<file path="src/rtl/mxn_seq_encoder.sv">
// Sequential multi-hit priority encoder: walks every set bit of a captured request vector,
// one index per beat. Optional out_remaining popcount port via MXN_SEQ_ENCODER_COUNT_EN.
module mxn_seq_encoder #(
  parameter int unsigned DATA_WIDTH    = 8,
  parameter int unsigned PRIORITY_TYPE = 0,
  localparam int unsigned IDX_W = (DATA_WIDTH > 1) ? $clog2(DATA_WIDTH) : 1
) (
  input  logic                  clk,
  input  logic                  rst_n,
  input  logic                  in_valid,
  output logic                  in_ready,
  input  logic [DATA_WIDTH-1:0] in_data,
  output logic                  out_valid,
  input  logic                  out_ready,
  output logic [IDX_W-1:0]      out_index,
  output logic                  out_hit,
  output logic                  out_last
`ifdef MXN_SEQ_ENCODER_COUNT_EN
  ,
  output logic [$clog2(DATA_WIDTH+1)-1:0] out_remaining
`endif
);

  typedef enum logic [0:0] {StIdle, StScan} state_e;

  state_e                state_q;
  logic [DATA_WIDTH-1:0] pending_q;
  logic                  zero_q;

  logic [DATA_WIDTH-1:0] sel_mask;
  logic [IDX_W-1:0]      sel_idx;
  logic                  found;
  logic                  one_left;
  logic                  scan;

  // Maps scan step i to a bit position so the first hit found is the highest-priority one.
  function automatic int unsigned scan_pos(int unsigned i);
    return (PRIORITY_TYPE == 0) ? i : (DATA_WIDTH - 1 - i);
  endfunction

  always_comb begin
    sel_idx  = '0;
    sel_mask = '0;
    found    = 1'b0;
    for (int unsigned i = 0; i < DATA_WIDTH; i++) begin
      if (!found && pending_q[scan_pos(i)]) begin
        found                = 1'b1;
        sel_idx              = IDX_W'(scan_pos(i));
        sel_mask[scan_pos(i)] = 1'b1;
      end
    end
  end

  assign one_left  = (pending_q != '0) && ((pending_q & (pending_q - 1'b1)) == '0);
  assign scan      = (state_q == StScan);

  assign out_valid = scan;
  assign out_hit   = scan & ~zero_q;
  assign out_last  = scan & (zero_q | one_left);
  assign out_index = scan ? sel_idx : '0;
  assign in_ready  = ~scan | (out_ready & out_last);

  always_ff @(posedge clk) begin
    if (!rst_n) begin
      state_q   <= StIdle;
      pending_q <= '0;
      zero_q    <= 1'b0;
    end else if (in_valid && in_ready) begin
      // Covers both idle capture and back-to-back capture on the last beat.
      state_q   <= StScan;
      pending_q <= in_data;
      zero_q    <= (in_data == '0);
    end else if (scan && out_ready) begin
      if (out_last) begin
        state_q   <= StIdle;
        pending_q <= '0;
        zero_q    <= 1'b0;
      end else begin
        pending_q <= pending_q & ~sel_mask;
      end
    end
  end

`ifdef MXN_SEQ_ENCODER_COUNT_EN
  localparam int unsigned CNT_W = $clog2(DATA_WIDTH + 1);

  logic [CNT_W-1:0] pop_cnt;

  always_comb begin
    pop_cnt = '0;
    for (int unsigned i = 0; i < DATA_WIDTH; i++) begin
      pop_cnt = pop_cnt + CNT_W'(pending_q[i]);
    end
  end

  assign out_remaining = scan ? pop_cnt : '0;
`endif

endmodule

</file>
<file path="config.mk">
export PLATFORM = sky130hd
export DESIGN_NAME = mxn_seq_encoder
export DESIGN_NICKNAME = d
export VERILOG_FILES = /design/src/rtl/mxn_seq_encoder.sv
export SDC_FILE = /design/constraint.sdc
export NUM_CORES = 1
export LEC_CHECK = 0
export CELL_PAD_IN_SITES_DETAIL_PLACEMENT = 1
export CELL_PAD_IN_SITES_GLOBAL_PLACEMENT = 1
export CORE_ASPECT_RATIO = 0.6
export CORE_MARGIN = 4
export CORE_UTILIZATION = 35
export DETAILED_ROUTE_END_ITERATION = 7
export PLACE_DENSITY = 0.75
export SLEW_MARGIN = 10
export SYNTH_ARGS = -nofsm -noshare
export SYNTH_HDL_FRONTEND = slang
export SYNTH_SLANG_ARGS = --single-unit
</file>
<file path="constraint.sdc">
create_clock -name clk -period 2 [get_ports clk]
set_input_delay 0.3 -clock clk [delete_from_list [all_inputs] [get_ports clk]]
set_output_delay 0.3 -clock clk [all_outputs]
set_load 0.005 [all_outputs]
</file>
======== Yosys cells after proc, flatten, opt, wreduce, memory -nomap -nowiden ========
Index checks and enable logic that the tools add are counted.
word-level totals
  output and inout bits ................... 7
  register bits after elaboration ......... 10
  word-level logic and storage cells ...... 66
  input port bits ......................... 12
operators by class
  bitwise operators ....................... 10
  reductions and logical operators ........ 23
  add/sub/neg operators ................... 1
  multiplexer cells ....................... 29
operators with widths
  cell                                                                number
  8-bit 2-to-1 mux                                                    3
  3-bit 2-to-1 mux                                                    7
  1-bit 2-to-1 mux                                                    19
  8-bit bitwise AND                                                   2
  8-bit logical NOT                                                   2
  1-bit logical AND                                                   10
  8-bit NOT                                                           1
  8-bit nonzero test                                                  1
  8-bit by 1-bit subtractor with 8-bit output, second input constant  1
  1-bit logical NOT                                                   7
  2-bit nonzero test                                                  2
  1-bit bitwise AND                                                   3
  1-bit NOT                                                           2
  1-bit OR                                                            2
  2-bit AND reduction                                                 1

======== Depth between registers and ports, before layout ========
Gate-level depths: netlist of run 1.
  depth in word-level cells ............... 27
  mapped depth ............................ 7
  depth with buffers taken out ............ 5

======== Worst setup path after synthesis of run 1 ========
OpenSTA, ideal clock, no wires.
  path kind ............................... reg-to-output
  from .................................... register pending_q[2]
  to ...................................... output in_ready
  data required time ...................... 1.700 ns
  path slack .............................. 0.097 ns
  buffers on the path ..................... 2
  arrival time ............................ 1.603 ns
  stages on the path, launching flop included .. 7
  cell sequence ........................... dfxtp_1 > buf_6 > or4_1 > buf_2 > nor4_4 > o21ai_0 > nand2_1
between the ends
  cells in the longest elaborated chain, start to end .. 8
  elaborated cells between the ends (all ways) .. 9
  classes of those cells .................. add/sub (1); bitwise (5); reduce/logical (3)
RTL lines
  what                                         line  source
  start, declared                              27    logic [DATA_WIDTH-1:0] pending_q;
  start signal, assigned                       71    pending_q <= in_data;
  start signal, assigned                       79    pending_q <= pending_q & ~sel_mask;
  8-bit by 1-bit subtractor with 8-bit output  54    assign one_left = (pending_q != '0) && ((pending_q & (pending_q - 1'b1)) == '0);
  8-bit bitwise AND                            54
  8-bit logical NOT                            54
  1-bit logical AND *                          54
  1-bit OR *                                   59    assign out_last = scan & (zero_q | one_left);
  1-bit bitwise AND *                          59
  1-bit bitwise AND *                          61    assign in_ready = ~scan | (out_ready & out_last);
  1-bit OR *                                   61
  end, declared                                11    output logic in_ready,
Mark *: on every way between the ends. The rest lies on a longest branch, timed or not.

======== Worst setup path after layout of run 1 ========
  from .................................... register pending_q[0]
  to ...................................... output out_last
between the ends
  cells in the longest elaborated chain, start to end .. 6
  elaborated cells between the ends (all ways) .. 7
  classes of those cells .................. add/sub (1); bitwise (3); reduce/logical (3)
RTL lines
  what                                         line  source
  8-bit by 1-bit subtractor with 8-bit output  54
  8-bit bitwise AND                            54
  8-bit logical NOT                            54
  1-bit logical AND *                          54
  1-bit OR *                                   59
  1-bit bitwise AND *                          59
  end, declared                                17    output logic out_last
Marked as above.

==> results.py, run 1 <==
metrics = {
    "logic_synthesis": {
        "synth.ff_latch_count": 10,
        "synthXorXnorAreaFrac_pct": 3.004,
        "synth_top_area_cell": "dfxtp_1",
        "yosys_most_used_dff": "dfxtp_1",
        "synth_top_cell_area_share_pct": 22.89,
        "synth.top_cells.by_area": "dfxtp_1 (23%), nand2_1 (9.0%), mux2i_1 (8.0%)",
        "postSynthAreaPerCell_sq_um": 7.288,
        "synthMuxAreaShare_pct": 8.011,
        "ys_types": 37,
        "largest_family_of_logic_cells_by_synthesized_area": "compound AO/OA/AOI/OAI gates",
        "synth-warning-count": 0,
        "synth-simple-area-share_pct": 27.04,
        "synth_cells": 120,
        "yosysSeqAreaShare_pct": 22.89,
        "postSynthNetCount": 132,
        "post_synth_fa_ha_maj_area_fraction_pct": 0,
        "synth_compound_gate_area_share_pct": 29.61,
        "synth_edf_count": 0,
        "postSynth.asyncResetShare_pct": 0,
        "synthesis.area_sq_um": 874.6,
    },
    "timing": {
        "setup_violations": 8,
        "rsz0062_at_grt": "yes",
        "relSlewSlack_pct": 71.58,
        "drv_slew": 0,
        "hold-worst-slack_ns": 0.7144,
        "timing.final.hold_violations": 0,
        "timing_worst_slew_pin_value_ns": 0.4225,
        "max_freq_ghz": 0.4594,
        "clock_skew_ns": 0.005894,
        "final_period_minus_worst_setup_slack_ns": 2.177,
        "worst_slack_ns": -0.1765,
        "min_period_over_period_pct": 108.8,
    },
    "clock_network": {
        "cts.sinks": 10,
        "insertion_delay_ns": 0.25,
        "cts_made_buffers": 3,
        "cts.root.buffer_cell": "clkbuf_8",
        "h-tree-depth": 1,
        "tritoncts": "built",
        "clock_path_buffers": 2,
        "clk_pin_slew_ns": 0.06,
    },
    "setup_path": {
        "arrival_ns": 1.88,
        "cpPeakStageDelay_ns": 0.57,
        "crit_chain": "or4_4 -> nor4_4 -> buf_4 -> nor2_2 -> nor2_1 -> buf_2",
        "start_kind": "register",
        "timing.critical_path.slowest_stage_cell": "or4_4",
        "end_kind": "output port",
        "cp_data_required_time_ns": 1.70,
        "crit_type": "register to output port",
        "worstPathMaxFanout": 3,
    },
    "floorplan": {
        "die_area_sq_um": 3389,
        "rows": 13,
        "start_util_pct": 38.68,
        "die_height_microns": 46.72,
        "design.core.area_sq_um": 2261,
        "num_io_pins": 19,
        "die_w_microns": 72.54,
    },
    "pwr": {
        "p_leak_nw": 0.5656,
        "ir_drop_uv": 340.2,
        "power.total_mw": 1.091,
        "power-per-cell-area_nw_per_um2": 822.7,
    },
    "placement": {
        "dpl_cell_area_sq_um": 1190,
        "gpl.final_weighted_congestion": 0.8545,
        "port_buffers": 18,
        "place_worst_setup_slack_ns": -0.2948,
        "dp.final_hpwl_microns": 2816,
        "post-place-cells": 178,
    },
    "detailed_routing": {
        "detail_route.drc_violations": 0,
        "drt-vias-per-instance": 6.121,
        "routed-via-count": 1163,
        "ant_nets": 0,
        "initialDrtViolationCount": 105,
        "detailedRoute.firstPassIterationCount": 4,
        "wirelength_microns": 4322,
        "route.detailed.wl_per_inst_microns": 22.75,
    },
    "global_route": {
        "grt_pass1_vias": 1229,
        "grt_max_degree": 20,
        "antenna_found_initial": 0,
        "gr-total-overflow": 0,
        "grt_util_all_layers_pct": 28.23,
        "grt_first_pass_wirelength_microns": 6658,
    },
    "layout": {
        "layout-drive-gt1-share_pct": 31.87,
        "finalNetCount": 173,
        "area_delta_synth_final_pct": 51.64,
        "antenna_cells": 0,
        "stdcell_area_sq_um": 1326,
        "instances_no_fill": 190,
    },
    "hold_path": {
        "hold_class": "primary input to register",
    },
    "outcome": {
        "status": "complete, but fails checks",
        "violations": "setup timing",
    },
    "run": {
        "drv_cap": 0,
    },
}
[through the flow]
stage	util, %	TNS, ns
after global routing	58.66	-1.475
final	58.66	-0.6645
after floorplan	-	0
after CTS	58.05	-0.5216
after detailed placement	52.63	-0.9255
after global placement	52.63	-0.5813
[cells in the mapped netlist (2+ instances only)]
library cell and count:
nand2_1 21, nor2_1 11, dfxtp_1 10, o21ai_0 9, mux2i_1 7, o22ai_1 6
a31oi_1 4, clkbuf_1 4, inv_1 4, nor3_1 4, nor4_1 4, buf_4 3
nand3_1 3, a21oi_1 2, a32oi_1 2, buf_2 2, nand2b_1 2, o211ai_1 2
xor2_1 2
[cell type report]
type                    count  area (sq um)
fillers                   271         934.6
multi-input cells          94         625.6
repair buffers             48         391.6
flip-flops and latches     10         201.4
clock buffers               4         55.05
well taps                  30         37.54
inverters                   4         15.01
[placed cells by master, fill, tap and decap left out, types with 3 or more instances in the layout]
master / count
o21ai_0: 8
o22ai_1: 6
a31oi_1: 4
nor3_1: 4
mux2i_1: 7
nor2_1: 9
nand2_1: 21
clkbuf_8: 4
buf_2: 3
nor4_1: 3
dfxtp_1: 9
clkdlybuf4s50_1: 14
inv_1: 4
nand3_1: 3
buf_4: 30
[per-layer routing]
metal  wire length [microns]  vias to the layer above  global-route usage, %
met1                    1814                      576                  35.04
met4                     146                        0                  18.01
met2                    1969                       59                  44.80
met5                       0                        -                      0
li1                        -                      514                      -
met3                     392                       14                  6.972
[power breakdown]
group / total (mW) / switching, mW / internal, mW
logic: 0.574 / 0.299 / 0.275
registers: 0.246 / 0.0246 / 0.222
clock network: 0.271 / 0.0965 / 0.174
[worst max-delay path, delay by kind of cell, from the launching register on]
| family | cells | cell delay, ns |
|---|---|---|
| buf+inv | 2 | 0.31 |
| flops | 1 | 0.32 |
| simple gates | 4 | 1.00 |
[logic make-up (layout without fill, tap and decap cells)]
logic type,count (synthesis),after routing
DFF,10,10
AOI/OAI and AO/OA,35,35
buffers and inverters,16,56
and+or+nand+nor,49,49
muxes,7,7
xor gates and xnor gates,3,3
[registers in the layout (all words and copies together), names as in the netlist]
register   cells
pending_q      8
out_valid      1
zero_q         1
[worst paths after layout]
check | endpoint | start | depth (start not counted) | slack (ns)
max reg2reg | pending_q[7] | pending_q[0] | 8 | -0.04
max | out_last | pending_q[0] | 6 | -0.18
min | pending_q[1] | in_data[1] | 3 | 0.71
min reg2reg | zero_q | zero_q | 3 | 0.75
[timing repair]
action | in CTS | in global routing
resized for setup | 22 | 2
endpoints found under the setup margin | 6 | 14
hold buffers | 0 | 0
buffers inserted | 9 | 1
endpoints found under the hold margin | 0 | 0
pin swaps | 9 | 4
(Power assumes the default switching activity.)
==> run 2: changes to the inputs <==
CORE_MARGIN = not set   (was 4)
==> run 2 against run 1 <==
  * The flow still finishes with violations (setup timing)
  * Worst hold slack lost 0.047 ns
  * Global-route usage rose by 5.0 points
  * Sequential share of layout area shrank 0.096 points
  * Utilization increased by 1.1 points
  * Cell area grew 1.9%
  * Register-to-register slack got worse by 0.02 ns
  * Die area shrank 20%
  * Largest cell class unchanged
  * Highest routed layer unchanged
==> results.py, run 2 (synthesis gave the netlist of run 1 again) <==
metrics = {
    "layout": {
        "regMostFlops": "pending_q",
        "layout-drive-gt1-share_pct": 34.81,
        "area_delta_synth_final_pct": 54.51,
        "layout_commonest_cell": "buf_4",
        "fillerInstances": 275,
        "antenna_cells": 0,
        "multi_input_comb_area_sq_um": 653.1,
        "ff_latch_area_sq_um": 203.9,
        "finalNetCount": 171,
        "final_cell_mix": "buf_4 (26), nand2_1 (21), clkdlybuf4s50_1 (13)",
        "largest_register_ff_count": 8,
        "post-route-util_pct": 59.77,
    },
    "floorplan": {
        "rows": 13,
        "die_height_microns": 40.72,
        "die_w_microns": 66.54,
        "design.core.area_sq_um": 2261,
        "start_util_pct": 38.68,
        "die_area_sq_um": 2709,
        "num_io_pins": 19,
    },
    "global_route": {
        "grt_pass1_vias": 1044,
        "gr-total-overflow": 0,
        "grt_first_pass_wirelength_microns": 5906,
        "grt_util_all_layers_pct": 33.25,
        "antenna_found_initial": 0,
        "grt_max_degree": 20,
    },
    "setup_path": {
        "start_kind": "register",
        "end_kind": "output port",
        "crit_type": "register to output port",
        "worstPathMaxFanout": 3,
        "arrival_ns": 1.88,
        "cp_data_required_time_ns": 1.70,
    },
    "timing": {
        "worst_slack_ns": -0.1801,
        "relSlewSlack_pct": 73.15,
        "min_period_over_period_pct": 109.0,
        "setup_violations": 5,
        "final_period_minus_worst_setup_slack_ns": 2.180,
        "timing.final.hold_violations": 0,
        "drv_slew": 0,
        "hold-worst-slack_ns": 0.6670,
        "finalSetupTns_ns": -0.5977,
        "clock_skew_ns": 0.001666,
        "max_freq_ghz": 0.4587,
        "timing_worst_slew_pin_value_ns": 0.3990,
        "rsz0062_at_grt": "yes",
    },
    "detailed_routing": {
        "wl_met2_microns": 1798,
        "routed-via-count": 1131,
        "detail_route.drc_violations": 0,
        "wirelength_microns": 4071,
        "detailedRoute.firstPassIterationCount": 4,
        "drt-vias-per-instance": 6.016,
        "route.detailed.wl_per_inst_microns": 21.65,
        "ant_nets": 0,
        "routed-wl-met3_microns": 269,
        "highest-signal-layer": "met4",
        "initialDrtViolationCount": 93,
        "drt-met1-wl_microns": 1932,
    },
    "pwr": {
        "ir_drop_uv": 359.8,
        "power.total_mw": 1.104,
        "power-per-cell-area_nw_per_um2": 817.1,
        "p_leak_nw": 0.5848,
    },
    "run": {
        "drv_cap": 0,
    },
    "clock_network": {
        "cts.root.buffer_cell": "clkbuf_8",
        "h-tree-depth": 1,
        "cts_made_buffers": 3,
        "cts.sinks": 10,
        "clk_pin_slew_ns": 0.06,
        "clock_path_buffers": 2,
        "insertion_delay_ns": 0.26,
        "tritoncts": "built",
        "cts_hold_buf": 0,
    },
    "placement": {
        "port_buffers": 18,
        "dp.final_hpwl_microns": 2588,
        "gpl.final_weighted_congestion": 0.8726,
    },
    "outcome": {
        "violations": "setup timing",
        "status": "complete, but fails checks",
    },
    "hold_path": {
        "hold_class": "primary input to register",
    },
}
run 2: cell count changes in the layout (fill, tap and decap cells not counted), sizes merged:
| cell | before | now |
|---|---|---|
| buf | 33 | 31 |
| clkdlybuf4s50 | 14 | 13 |
| dlymetal6s2s | 0 | 1 |
run 2: repair_timing:
| item | 4_1_cts | 5_1_grt |
|---|---|---|
| setup buffers | 5 | 2 |
| pin swaps | 7 | 6 |
| endpoints found under the setup margin | 5 | 15 |
| gates resized for setup | 26 | 10 |
run 2: through the flow:
stage / cells / setup WS [ns] / area, sq um
after detailed placement: 178 / -0.3315 / 1190
after CTS: 187 / -0.1918 / 1316
after global routing: 188 / -0.2203 / 1351
final: 188 / -0.1801 / 1351
after global placement: 178 / -0.2273 / 1190
after floorplan: 120 / 0.09703 / 874.6
run 2: path summary, 6_finish.rpt:
path / from / end / slack [ns] / depth (start not counted)
max: pending_q[1] / out_last / -0.18 / 6
min: in_data[2] / pending_q[2] / 0.67 / 3
min reg2reg: pending_q[2] / pending_q[2] / 0.72 / 3
max reg2reg: pending_q[1] / pending_q[1] / -0.06 / 7
run 2: metal layers:
| metal | up-vias | track usage, % |
|---|---|---|
| met1 | 556 | 45.26 |
| li1 | 517 | - |
| met2 | 50 | 51.28 |
| met5 | - | 0 |
| met4 | 0 | 13.30 |
| met3 | 8 | 8.056 |
run 2: area by class of cell:
class / count / area share (%)
tap: 30 / 2.778
sequential: 10 / 15.09
inverter: 4 / 1.111
timing repair buffer: 46 / 28.61
clock buffer: 4 / 4.074
multi-input combinational: 94 / 48.33
run 2: report_power, final:
| part | total [mW] | internal (mW) | leakage [nW] | switching [mW] |
|---|---|---|---|---|
| Clock | 0.285 | 0.175 | 0.0288 | 0.110 |
| Sequential | 0.251 | 0.223 | 0.0834 | 0.0279 |
| Combinational | 0.568 | 0.276 | 0.473 | 0.292 |
| Total | 1.10 | 0.674 | 0.585 | 0.430 |
run 2: critical path: stages, from the launching register on:
cell,delay (ns)
dfxtp_2,0.32
or4_4,0.58
nor4_4,0.29
buf_4,0.19
nor2_4,0.04
nor2_2,0.08
buf_2,0.12
